File: src/rtl/miriscv_apb_gpio.sv
// APB GPIO: OUT/DIR registers, 2-flop synchronized inputs, edge interrupts.
// Interrupt logic is built only when MIRISCV_GPIO_IRQ_EN is defined.
module miriscv_apb_gpio #(
  parameter int WAIT_STATES = 1,
  parameter int GPIO_W      = 32
) (
  input  logic              clk_i,
  input  logic              arstn_i,
  input  logic              psel_i,
  input  logic              penable_i,
  input  logic              pwrite_i,
  input  logic [11:0]       paddr_i,
  input  logic [31:0]       pwdata_i,
  output logic [31:0]       prdata_o,
  output logic              pready_o,
  output logic              pslverr_o,
  input  logic [GPIO_W-1:0] gpio_i,
  output logic [GPIO_W-1:0] gpio_o,
  output logic [GPIO_W-1:0] gpio_oe_o,
  output logic              irq_o
);

  localparam logic [2:0] WS    = 3'(WAIT_STATES);
  localparam logic [9:0] A_IN  = 10'd0;
  localparam logic [9:0] A_OUT = 10'd1;
  localparam logic [9:0] A_DIR = 10'd2;
  localparam logic [9:0] A_IEN = 10'd3;
  localparam logic [9:0] A_STS = 10'd4;
  localparam logic [9:0] A_TYP = 10'd5;

  logic [2:0]        cnt_q, cnt_d;
  logic              access, mapped;
  logic              wr_en, rd_en;
  logic [9:0]        word;
  logic [GPIO_W-1:0] wdata;
  logic [GPIO_W-1:0] out_q, out_d;
  logic [GPIO_W-1:0] dir_q, dir_d;
  logic [GPIO_W-1:0] sync1_q, sync1_d;
  logic [GPIO_W-1:0] sync2_q, sync2_d;
  logic [GPIO_W-1:0] en_r, sts_r, typ_r;
  logic [31:0]       rdata;
  logic              unused_bits;

  assign word        = paddr_i[11:2];
  assign wdata       = pwdata_i[GPIO_W-1:0];
  assign unused_bits = ^{paddr_i[1:0], pwdata_i};
  assign gpio_o      = out_q;
  assign gpio_oe_o   = dir_q;

  // Reset gates pready so a held access never completes during reset.
  always_comb begin
    access    = psel_i & penable_i;
    mapped    = (word <= A_TYP);
    pready_o  = arstn_i & access & (cnt_q == WS);
    pslverr_o = pready_o & ~mapped;
    wr_en     = pready_o & pwrite_i & mapped;
    rd_en     = pready_o & ~pwrite_i & mapped;
    cnt_d     = cnt_q;
    if (!psel_i || pready_o) begin
      cnt_d = '0;
    end else if (access) begin
      cnt_d = cnt_q + 3'd1;
    end
  end

  always_comb begin
    out_d   = out_q;
    dir_d   = dir_q;
    sync1_d = gpio_i;
    sync2_d = sync1_q;
    if (wr_en && word == A_OUT) out_d = wdata;
    if (wr_en && word == A_DIR) dir_d = wdata;
  end

  always_comb begin
    rdata = '0;
    case (word)
      A_IN:    rdata = 32'(sync2_q);
      A_OUT:   rdata = 32'(out_q);
      A_DIR:   rdata = 32'(dir_q);
      A_IEN:   rdata = 32'(en_r);
      A_STS:   rdata = 32'(sts_r);
      A_TYP:   rdata = 32'(typ_r);
      default: rdata = '0;
    endcase
    prdata_o = rd_en ? rdata : '0;
  end

  always_ff @(posedge clk_i or negedge arstn_i) begin
    if (!arstn_i) begin
      cnt_q   <= '0;
      out_q   <= '0;
      dir_q   <= '0;
      sync1_q <= '0;
      sync2_q <= '0;
    end else begin
      cnt_q   <= cnt_d;
      out_q   <= out_d;
      dir_q   <= dir_d;
      sync1_q <= sync1_d;
      sync2_q <= sync2_d;
    end
  end

`ifdef MIRISCV_GPIO_IRQ_EN
  logic [GPIO_W-1:0] en_q, en_d;
  logic [GPIO_W-1:0] sts_q, sts_d;
  logic [GPIO_W-1:0] typ_q, typ_d;
  logic [GPIO_W-1:0] prev_q, prev_d;
  logic [GPIO_W-1:0] hit;
  logic              arm_q, arm_d;
  logic              irq_q, irq_d;

  // An edge beats a same-cycle W1C clear, so hit is OR-ed in last.
  always_comb begin
    hit = {GPIO_W{arm_q}} &
          ((typ_q & sync2_q & ~prev_q) |
           (~typ_q & ~sync2_q & prev_q));
    en_d   = en_q;
    typ_d  = typ_q;
    sts_d  = sts_q;
    prev_d = sync2_q;
    arm_d  = 1'b1;
    if (wr_en && word == A_IEN) en_d = wdata;
    if (wr_en && word == A_TYP) typ_d = wdata;
    if (wr_en && word == A_STS) sts_d = sts_q & ~wdata;
    sts_d = sts_d | hit;
    irq_d = |(sts_q & en_q);
  end

  always_ff @(posedge clk_i or negedge arstn_i) begin
    if (!arstn_i) begin
      en_q   <= '0;
      sts_q  <= '0;
      typ_q  <= '0;
      prev_q <= '0;
      arm_q  <= 1'b0;
      irq_q  <= 1'b0;
    end else begin
      en_q   <= en_d;
      sts_q  <= sts_d;
      typ_q  <= typ_d;
      prev_q <= prev_d;
      arm_q  <= arm_d;
      irq_q  <= irq_d;
    end
  end

  assign en_r  = en_q;
  assign sts_r = sts_q;
  assign typ_r = typ_q;
  assign irq_o = irq_q;
`else
  assign en_r  = '0;
  assign sts_r = '0;
  assign typ_r = '0;
  assign irq_o = 1'b0;
`endif

endmodule

File: config.mk
export PLATFORM = sky130hd
export DESIGN_NAME = miriscv_apb_gpio
export DESIGN_NICKNAME = d
export VERILOG_FILES = /design/src/rtl/miriscv_apb_gpio.sv
export SDC_FILE = /design/constraint.sdc
export NUM_CORES = 1
export LEC_CHECK = 0
export BUFFER_PORTS_ARGS = -buffer_cell sky130_fd_sc_hd__buf_4
export CAP_MARGIN = 25
export CORE_MARGIN = 3
export CORE_UTILIZATION = 50
export CTS_CLUSTER_SIZE = 24
export DETAILED_ROUTE_END_ITERATION = 8
export PLACE_DENSITY = 0.82
export SLEW_MARGIN = 20
export SYNTH_ARGS = -nofsm -noshare
export SYNTH_HDL_FRONTEND = slang
export SYNTH_SLANG_ARGS = --single-unit
File: constraint.sdc
create_clock -name clk_i -period 2.7 [get_ports clk_i]
set_input_delay 0.27 -clock clk_i [delete_from_list [all_inputs] [get_ports clk_i]]
set_output_delay 0.27 -clock clk_i [all_outputs]
set_load 0.05 [all_outputs]
Word level (Yosys, flattened, before mapping)
Index checks and enable logic that the tools add are counted.
{"block": "classes", "addsub": 1, "multipliers": 0, "div_mod_pow": 0, "n_lt_le_gt_ge": 1, "n_eq_ne": 3, "shifts": 0, "muxes": 4, "n_bitwise": 10, "n_reduce_logical": 6}
{"operator": "$pmux W32 S3", "count": 1}
{"operator": "$mux W32", "count": 1}
{"operator": "$eq A10 B1 Y1 const B", "count": 1}
{"operator": "$eq A10 B2 Y1 const B", "count": 1}
{"operator": "$le A10 B3 Y1 const B", "count": 1}
{"operator": "$logic_not A10 Y1", "count": 1}
{"operator": "$and A1 B1 Y1", "count": 8}
{"operator": "$mux W3", "count": 2}
{"operator": "$add A3 B1 Y3 const B", "count": 1}
{"operator": "$eq A3 B1 Y1 const B", "count": 1}
{"operator": "$logic_and A1 B1 Y1", "count": 2}
{"operator": "$not A1 Y1", "count": 2}
{"operator": "$reduce_bool A2 Y1", "count": 1}
{"operator": "$logic_not A1 Y1", "count": 1}
{"operator": "$logic_or A1 B1 Y1", "count": 1}
{"block": "totals", "reg_bits": 131, "latchBits": 0, "mem_bits_rw": 0, "rom_bits": 0, "input_bits": 81, "n_memories": 0}

Depth between registers and ports, before layout
Gate-level depths: netlist (run 1).
{"block": "depth", "ltp_word": 6, "ltp_mapped": 7}

Worst setup path before layout (run 1)
OpenSTA, ideal clock, no wires.
{"block": "synth_path", "path_type": "register -> output", "startpoint": "reg cnt_q[1]", "endpoint": "out pslverr_o", "t_arrival_ns": 2.653, "setup_slack_ns": -0.223, "stages_incl_launch_ff": 6, "path_cell_list": "dfrtp_1 inv_1 ha_1 nand3b_1 nor2_1 a21boi_0"}
{"block": "synth_via", "elab_chain_len": 3}
{"item": "from (decl)", "line_no": "31", "rtl": "logic [2:0] cnt_q, cnt_d;"}
{"item": "from (signal assigned)", "line_no": "97", "rtl": "cnt_q <= cnt_d;"}
{"item": "$eq A3 B1 Y1", "line_no": "54", "rtl": "pready_o = arstn_i & access & (cnt_q == WS);"}
{"item": "$and A1 B1 Y1", "line_no": "54"}
{"item": "named net pready_o", "line_no": "15", "rtl": "output logic pready_o,"}
{"item": "$and A1 B1 Y1", "line_no": "55", "rtl": "pslverr_o = pready_o & ~mapped;"}
{"item": "to (decl)", "line_no": "16", "rtl": "output logic pslverr_o,"}
The timed path passes the listed nets, and every way through them passes these cells.

Final worst setup path (run 1)
{"block": "layout_path", "startpoint": "reg cnt_q[1]", "endpoint": "out prdata_o[15]"}
{"block": "layout_via", "elab_chain_len": 5}
{"item": "$eq A3 B1 Y1", "line_no": "54"}
{"item": "$and A1 B1 Y1", "line_no": "54"}
{"item": "$and A1 B1 Y1 (2 in series)", "line_no": "57", "rtl": "rd_en = pready_o & ~pwrite_i & mapped;"}
{"item": "$mux W32", "line_no": "86", "rtl": "prdata_o = rd_en ? rdata : '0;"}
{"item": "to (decl)", "line_no": "14", "rtl": "output logic [31:0] prdata_o,"}
No other way between the ends.

==> flow_metrics.env, run 1 <==
export IMPL_dp_cells=646
export IMPL_max_cap_violations=0
export IMPL_fin_tns_setup_ns=0
export IMPL_drt_wl_total_um=14970
export IMPL_die_area_um2=11970
export IMPL_status="complete, no violations"
export IMPL_cts_inserted_buffers=17
export IMPL_viasPerCell=5.283
export IMPL_drcViolationCount=0
export IMPL_ys_seq_elements=131
export IMPL_io_pin_count=180
export IMPL_cp_data_required_time_ns=2.43
export IMPL_regToRegSetupSlack_ns=0.64
export IMPL_yosysWarnings=0
export IMPL_peakVddDrop_mv=0.4397
export IMPL_holdPathEnd="cnt_q[2]$_DFFE_PN0P_"
export IMPL_criticalPathCategory="reg -> out"
export IMPL_min_from="psel_i"
export IMPL_core_area_um2=10370
export IMPL_yosysSeqAreaShare_pct=61.29
export IMPL_clkTransAtPathRegs_ns=0.05
export IMPL_worstSetupEndpointType="output pin"
export IMPL_antennaDiodeCount=0
export IMPL_nFillCells=556
export IMPL_min_path_cells=2
export IMPL_worstSetupStartpointType="register"
export IMPL_reg2reg_from="cnt_q[1]$_DFFE_PN0P_"
export IMPL_post_route_period_util_pct=97.83
export IMPL_final_cell_count_no_fill=745
export IMPL_p_total_w=0.004699
export IMPL_leakage_nw=4.138
export IMPL_track_usage_pct=25.20
export IMPL_fmax_mhz=378.6
export IMPL_place_area_um2=6771
export IMPL_drtAntennaViolNets=0
export IMPL_rows=37
export IMPL_setup_ws_ns=0.05858
export IMPL_syn_to_final_growth_pct=54.97
export IMPL_dieWidth_um=109.4
export IMPL_die_y_um=109.4
export IMPL_firstDrtPassIters=5
export IMPL_synthArstFlopShare_pct=100.0
export IMPL_layout_commonest_cell="buf_4"
export IMPL_ys_types=30
export IMPL_ctsHtreeMaxLevel=4
export IMPL_dpl_worst_slack_ns=0.2545
export IMPL_synth_area_um2=5349
export IMPL_worst_pin_slew_ns=0.5511
export IMPL_synth_flop_cell="dfrtp_1"
export IMPL_clock_latency_ns=0.51
export IMPL_synth_edf_count=0
export IMPL_clockRootBuffer="clkbuf_8"
export IMPL_finalClockSkew_ns=0.005086
export IMPL_routabilityCongestion=0.7777
export IMPL_reg2reg_depth=6
export IMPL_nets=679
export IMPL_num_vias=3936
export IMPL_grt_pass1_wl_um=22420
export IMPL_grt_max_degree=52
export IMPL_synthCells=347
export IMPL_grt_antenna_before_repair=0
export IMPL_wl_per_cell_um=20.09
export IMPL_syn_nets=430
export IMPL_critPathMaxFanout=16
export IMPL_power_density_nw_per_um2=566.8
export IMPL_drt_iter0_drc=129
export IMPL_worstReg2RegEnd="gpio_o[10]$_DFFE_PN0P_"
export IMPL_cts_sinks=131
export IMPL_max_slew_margin_pct=63.26
export IMPL_layout_common_cells="buf_4 (160), dfrtp_1 (131), dlygate4sd3_1 (65)"
export IMPL_synth_avg_cell_area_um2=15.41
export IMPL_finalInstanceArea_um2=8289
export IMPL_setup_violations_final=0
export IMPL_dp_hpwl_um=9033
export IMPL_period_needed_ns=2.641
export IMPL_synth_top_cell_area_share_pct=61.29
export IMPL_arrival_ns=2.37
export IMPL_drive_above_1_share_pct=52.87
export IMPL_grt_remaining_overflow=0
export IMPL_hold_viol=0
export IMPL_yosys_top_cells_area="dfrtp_1 (61%), mux2_2 (12%), mux2i_1 (6.0%)"
export IMPL_hold_class="in -> reg"
export IMPL_grt_pass1_vias=4383
export IMPL_yosys_area_top_type="dfrtp_1"
export IMPL_start_util_pct=51.58
export IMPL_slew_viol_final=0
export IMPL_cts_max_path_buffers=2
export IMPL_io_buffers=176
export IMPL_tritoncts="yes"
## synth_stat cells, types with 2 or more instances
library cell and n:
mux2i_1 32, buf_4 8, clkbuf_1 6, nand4b_1 3, nor3_1 2, ha_1 2, nand2_1 3, buf_12 3
dfrtp_1 131, buf_2 5, mux2_2 59, nor2b_1 3, a2bb2oi_1 33, nor3_2 30, nand3b_1 2, or4_4 3
nor4_4 2, buf_1 3, a21boi_0 2, mux2_1 5
## registers in the layout, summed over array words and instances, names as in the netlist
register	flops
cnt_q	3
gpio_oe_o	32
gpio_o	32
sync1_q	32
sync2_q	32
## layout make-up
cell class | instances | area (µm²) | share of cell area, %
sequential | 131 | 3278 | 39.55
timing repair buffer | 256 | 2248 | 27.12
multi-input combinational | 189 | 1987 | 23.97
clock buffer | 20 | 445.4 | 5.374
tap | 136 | 170.2 | 2.053
clock inverter | 12 | 156.4 | 1.887
inverter | 1 | 3.754 | 0.04528
## through the flow
| stage | hold slack (ns) | util [%] |
|---|---|---|
| after detailed placement | 0.3347 | 65.30 |
| after floorplan | -0.02559 | - |
| after global routing | 0.02560 | 79.93 |
| after global placement | 0.3322 | 65.03 |
| after CTS | 0.0001226 | 78.17 |
| final | 0.02452 | 79.93 |
## worst max-delay path: stages, from the launching register on
cell,delay [ns]
dfrtp_1,0.39
inv_2,0.06
ha_2,0.17
nand3b_1,0.11
or4_4,0.50
buf_12,0.20
nor3_2,0.23
buf_6,0.19
## power breakdown
part | switching [W] | internal (W)
logic | 0.000179 | 0.000200
registers | 0.0000165 | 0.00202
clock network | 0.000833 | 0.00145
## cell families (layout without fill, tap and decap cells)
group                      Yosys count  in the layout  share of synthesized area (%)
adders and majority gates            2              2                         0.4678
and+or+nand+nor                     53             53                          9.123
DFF                                131            131                          61.29
muxes                               96             96                          19.46
other                                1              1                        0.07011
buffers and inverters               27            289                          3.626
AOI/OAI and AO/OA                   37             37                          5.965
## what timing repair did
action	4_1_cts	5_1_grt
hold buffers	64	1
setup buffers	1	0
pin swaps	2	5
endpoints found under the setup margin	32	32
cloned	0	1
gates resized for setup	20	32
hold endpoints to repair	127	1
## worst max-delay path by stage
stage,start,end,slack [ns],cells after the start
after floorplan,paddr_i[5],prdata_o[0],-0.16,4
after global placement,paddr_i[5],prdata_o[31],0.23,6
after detailed placement,paddr_i[5],prdata_o[2],0.25,6
after CTS,cnt_q[1]$_DFFE_PN0P_,prdata_o[13],-0.01,7
after global routing,cnt_q[1]$_DFFE_PN0P_,prdata_o[15],-0.007,7
final,cnt_q[1]$_DFFE_PN0P_,prdata_o[15],0.06,7
## layer usage
layer	vias to the layer above	part of all wire [%]	GRT usage [%]
li1	1771	-	-
met1	1989	39	28.53
met2	145	53	45.07
met3	31	5.7	8.221
met4	0	2.2	7.836
met5	-	0	0
No activity file was read; power rests on OpenSTA's default activity.
==> run 2, diff against run 1 <==
- CORE_UTILIZATION: 50 -> 54
- PLACE_DENSITY: 0.82 -> 0.88
- clock period: 2.7 -> 3.4 ns (I/O delays scaled with it)
==> flow_metrics.env, run 2 (synthesis results as in run 1) <==
export IMPL_status="complete, no violations"
export IMPL_viasPerCell=5.496
export IMPL_grt_remaining_overflow=0
export IMPL_cts_max_path_buffers=2
export IMPL_io_buffers=176
export IMPL_layout_common_cells="buf_4 (184), dfrtp_1 (131), mux2_2 (59)"
export IMPL_cp_startpoint="cnt_q[1]$_DFFE_PN0P_"
export IMPL_grt_max_degree=73
export IMPL_antennaDiodeCount=0
export IMPL_hold_class="in -> async"
export IMPL_dp_cells=635
export IMPL_cp_data_required_time_ns=3.06
export IMPL_place_area_um2=6725
export IMPL_critPathMaxFanout=32
export IMPL_die_area_um2=11140
export IMPL_slew_viol_final=0
export IMPL_max_slew_margin_pct=41.05
export IMPL_setup_violations_final=0
export IMPL_nets=640
export IMPL_grt_setup_unrepaired="no"
export IMPL_crit_buf_inv=2
export IMPL_drcViolationCount=0
export IMPL_drt_iter0_drc=137
export IMPL_cp_slowest_cell="or4_4"
export IMPL_drt_wl_total_um=14350
export IMPL_grt_antenna_before_repair=0
export IMPL_io_pin_count=180
export IMPL_tritoncts="yes"
export IMPL_arrival_ns=2.82
export IMPL_nFillCells=502
export IMPL_final_cell_count_no_fill=699
export IMPL_power_density_nw_per_um2=459.5
export IMPL_drtAntennaViolNets=0
export IMPL_reg2reg_from="cnt_q[1]$_DFFE_PN0P_"
export IMPL_clkTransAtPathRegs_ns=0.06
export IMPL_worstSetupStartpointType="register"
export IMPL_fin_tns_setup_ns=0
export IMPL_cts_sinks=131
export IMPL_clockRootBuffer="clkbuf_8"
export IMPL_worstReg2RegEnd="gpio_oe_o[10]$_DFFE_PN0P_"
export IMPL_routed_top_layer="met4"
export IMPL_met2_length_um=7552
export IMPL_worst_pin_slew_ns=0.8843
export IMPL_dr_wl_met3_um=1038
export IMPL_period_needed_ns=3.160
export IMPL_core_area_um2=9415
export IMPL_reg2reg_depth=6
export IMPL_hold_viol=0
export IMPL_grt_pass1_wl_um=23030
export IMPL_crit_chain="inv_1 -> ha_1 -> nand3b_1 -> or4_4 -> nor3_2 -> buf_4"
export IMPL_dp_hpwl_um=8613
export IMPL_cts_inserted_buffers=17
export IMPL_finalInstanceArea_um2=7581
export IMPL_ctsResizeCount=0
export IMPL_regToRegSetupSlack_ns=1.29
export IMPL_die_y_um=105.5
export IMPL_dieWidth_um=105.5
export IMPL_leakage_nw=3.753
export IMPL_cp_top_family="simple AND/OR/NAND/NOR gates"
export IMPL_wl_per_cell_um=20.52
export IMPL_num_vias=3842
export IMPL_clock_latency_ns=0.50
export IMPL_grt_pass1_vias=4354
export IMPL_start_util_pct=56.81
export IMPL_max_cap_violations=0
export IMPL_worstSetupEndpointType="output pin"
export IMPL_whs_ns=0.03009
export IMPL_rows=35
export IMPL_criticalPathCategory="reg -> out"
export IMPL_drive_above_1_share_pct=54.74
export IMPL_fmax_mhz=316.5
export IMPL_ctsHtreeMaxLevel=4
export IMPL_wl_met1_um=5490
export IMPL_layout_commonest_cell="buf_4"
export IMPL_peakVddDrop_mv=0.3338
export IMPL_firstDrtPassIters=5
export IMPL_post_route_period_util_pct=92.94
export IMPL_routabilityCongestion=0.7835
export IMPL_track_usage_pct=26.73
export IMPL_finalClockSkew_ns=0.009799
export IMPL_syn_to_final_growth_pct=41.73
export IMPL_critical_path_max_stage_delay_ns=0.89
[run 2: layout make-up]
cell class | instances | area [µm²] | area share, %
inverter | 1 | 3.754 | 0.04951
tap | 129 | 161.4 | 2.129
timing repair buffer | 217 | 1722 | 22.71
clock buffer | 19 | 431.7 | 5.694
multi-input combinational | 189 | 1881 | 24.81
clock inverter | 13 | 103.9 | 1.370
sequential | 131 | 3278 | 43.24
[run 2: worst max-delay path by stage]
stage,end,cells past startpoint
after floorplan,prdata_o[0],4
after global placement,prdata_o[31],5
after detailed placement,prdata_o[13],5
after CTS,prdata_o[23],6
after global routing,prdata_o[21],6
final,prdata_o[23],6
[run 2: timing repair]
action	in CTS	in global routing
endpoints found under the hold margin	32	0
buffers inserted	0	0
hold buffers	32	0
[run 2: through the flow]
stage / power [W] / setup slack (ns) / utilization (%)
finish: 0.003483 / 0.2401 / 80.52
global route: 0.003616 / 0.1259 / 80.52
CTS: 0.003509 / 0.2187 / 80.52
detailed placement: 0.001865 / 0.6859 / 71.43
global placement: 0.001858 / 0.6721 / 71.43
floorplan: 0.001732 / 0.4038 / -
[run 2: layer usage]
metal / track usage (%) / up-vias
met5: 0 / -
met4: 9.806 / 0
met3: 8.389 / 24
met2: 46.72 / 155
met1: 30.88 / 1981
li1: - / 1682
[run 2: report_power, final]
part           internal [W]  switching, W  total [W]
sequential          0.00160     0.0000127    0.00161
clock              0.000923      0.000688    0.00161
combinational      0.000131      0.000128   0.000259
total               0.00265      0.000829    0.00348
[run 2: worst reg2reg max path, delay by kind of cell (launching register included)]
family                   cells  cell delay [ns]
flip-flops                   1             0.38
adder cells (fa/ha/maj)      1             0.18
AND/OR/NAND/NOR              2             0.53
buffers and inverters        2             0.48
multiplexers                 1             0.41
==> run 3, diff against run 2 <==
==> constraint.sdc (replaced) <==
create_clock -name clk_i -period 3.4 [get_ports clk_i]
set_input_delay 0.17 -clock clk_i [delete_from_list [all_inputs] [get_ports clk_i]]
set_output_delay 0.17 -clock clk_i [all_outputs]
set_load 0.05 [all_outputs]
==> flow_metrics.env, run 3 (synthesis results as in run 1) <==
export IMPL_grt_remaining_overflow=0
export IMPL_critical_path_max_stage_delay_ns=0.89
export IMPL_track_usage_pct=30.02
export IMPL_dp_hpwl_um=8843
export IMPL_antennaDiodeCount=0
export IMPL_core_area_um2=9415
export IMPL_fmax_mhz=318.1
export IMPL_die_y_um=105.5
export IMPL_fin_tns_setup_ns=0
export IMPL_internal_power_w=0.003045
export IMPL_worst_pin_slew_ns=0.7176
export IMPL_crit_chain="inv_1 -> ha_1 -> nand3b_1 -> or4_4 -> nor3_1 -> buf_4"
export IMPL_power_density_nw_per_um2=481.0
export IMPL_cts_sinks=131
export IMPL_dieWidth_um=105.5
export IMPL_drive_above_1_share_pct=51.65
export IMPL_drt_wl_total_um=16120
export IMPL_worstReg2RegEnd="gpio_oe_o[11]$_DFFE_PN0P_"
export IMPL_dpl_worst_slack_ns=0.9441
export IMPL_finalClockSkew_ns=0.01137
export IMPL_grt_antenna_before_repair=0
export IMPL_num_vias=4133
export IMPL_layout_common_cells="buf_4 (186), dfrtp_1 (131), dlygate4sd3_1 (67)"
export IMPL_peakVddDrop_mv=0.3960
export IMPL_clock_latency_ns=0.51
export IMPL_viasPerCell=5.623
export IMPL_arrival_ns=2.97
export IMPL_clockRootBuffer="clkbuf_8"
export IMPL_cp_data_required_time_ns=3.23
export IMPL_routabilityCongestion=0.7816
export IMPL_setup_violations_final=0
export IMPL_post_route_period_util_pct=92.47
export IMPL_reg2reg_depth=6
export IMPL_grt_max_degree=79
export IMPL_critPathMaxFanout=32
export IMPL_hold_viol=0
export IMPL_grt_pass1_wl_um=25450
export IMPL_criticalPathCategory="reg -> out"
export IMPL_worstSetupEndpointType="output pin"
export IMPL_p_seq_share_pct=41.7
export IMPL_setup_ws_ns=0.2559
export IMPL_final_core_util_pct=85.55
export IMPL_drcViolationCount=0
export IMPL_drt_iter0_drc=191
export IMPL_cts_max_path_buffers=2
export IMPL_cp_slowest_cell="or4_4"
export IMPL_slew_viol_final=0
export IMPL_io_buffers=176
export IMPL_leakage_nw=3.969
export IMPL_worstSetupStartpointType="register"
export IMPL_p_sw_share_pct=21.41
export IMPL_drtAntennaViolNets=0
export IMPL_ctsResizeCount=0
export IMPL_p_comb_share_pct=7.7
export IMPL_grt_pass1_vias=4601
export IMPL_max_slew_margin_pct=51.80
export IMPL_regToRegSetupSlack_ns=0.90
export IMPL_worstSetupEndpoint="prdata_o[0]"
export IMPL_cts_inserted_buffers=17
export IMPL_place_area_um2=6720
export IMPL_tritoncts="yes"
export IMPL_hold_class="in -> reg"
export IMPL_finalInstanceArea_um2=8055
export IMPL_period_needed_ns=3.144
export IMPL_clkTransAtPathRegs_ns=0.07
export IMPL_grt_setup_unrepaired="no"
export IMPL_status="complete, no violations"
export IMPL_p_clk_share_pct=50.6
export IMPL_cp_startpoint="cnt_q[1]$_DFFE_PN0P_"
export IMPL_wl_per_cell_um=21.93
export IMPL_layout_commonest_cell="buf_4"
export IMPL_reg2reg_from="cnt_q[1]$_DFFE_PN0P_"
export IMPL_ctsHtreeMaxLevel=4
export IMPL_start_util_pct=56.81
export IMPL_syn_to_final_growth_pct=50.60
export IMPL_rows=35
export IMPL_die_area_um2=11140
export IMPL_max_cap_violations=0
export IMPL_p_switching_w=0.0008294
export IMPL_io_pin_count=180
export IMPL_firstDrtPassIters=4
export IMPL_nets=677
-- run 3: how the worst min path moves through the flow --
stage                     cells past startpoint         from  slack, ns                        end
final                                         4  paddr_i[10]       0.25  gpio_oe_o[27]$_DFFE_PN0P_
after global routing                          4   paddr_i[8]       0.24  gpio_oe_o[27]$_DFFE_PN0P_
after CTS                                     4  paddr_i[10]       0.23  gpio_oe_o[27]$_DFFE_PN0P_
after detailed placement                      1   gpio_i[28]       0.28      sync1_q[28]$_DFF_PN0_
after global placement                        1   gpio_i[27]       0.28      sync1_q[27]$_DFF_PN0_
after floorplan                               0      arstn_i      -0.13       cnt_q[0]$_DFFE_PN0P_
-- run 3: layer usage --
metal | vias up | GRT usage (%) | wire length (µm)
met5 | - | 0 | 0
met4 | 0 | 10.45 | 373
met3 | 35 | 8.206 | 1259
met2 | 250 | 52.50 | 8537
met1 | 2089 | 35.74 | 5948
li1 | 1759 | - | -
-- run 3: worst max-delay path: cells and delay by family, from the launching register on --
| family | cells | cell delay (ns) |
|---|---|---|
| flip-flops | 1 | 0.40 |
| adder cells (fa/ha/maj) | 1 | 0.21 |
| AND/OR/NAND/NOR | 3 | 1.46 |
| buffers and inverters | 2 | 0.36 |
-- run 3: what timing repair did --
| action | 4_1_cts | 5_1_grt |
|---|---|---|
| hold buffers | 67 | 0 |
| endpoints found under the hold margin | 152 | 0 |
| setup buffers | 0 | 0 |
| setup endpoints to repair | 0 | 0 |
-- run 3: power by group through the flow --
stage	Combinational (W)	Clock, W	Sequential, W
after floorplan	0.0000936	0	0.00164
after global placement	0.000220	0	0.00164
after detailed placement	0.000224	0	0.00164
after CTS	0.000289	0.00196	0.00161
after global routing	0.000321	0.00205	0.00162
final	0.000300	0.00196	0.00161
-- run 3: final cells by class --
class                      count  area (µm²)
clock buffer                  19       431.7
timing repair buffer         254        2095
fill                         434        1360
sequential                   131        3278
multi-input combinational    189        1881
inverter                       1       3.754
clock inverter                12       205.2
tap                          129       161.4
-- run 3: stage by stage --
step                      power (W)  std cells  hold slack [ns]
after floorplan            0.001732        347          -0.1256
after global placement     0.001858        636           0.2793
after detailed placement   0.001865        636           0.2804
after CTS                  0.003859        734           0.2269
after global routing       0.003986        735           0.2401
final                      0.003874        735           0.2476
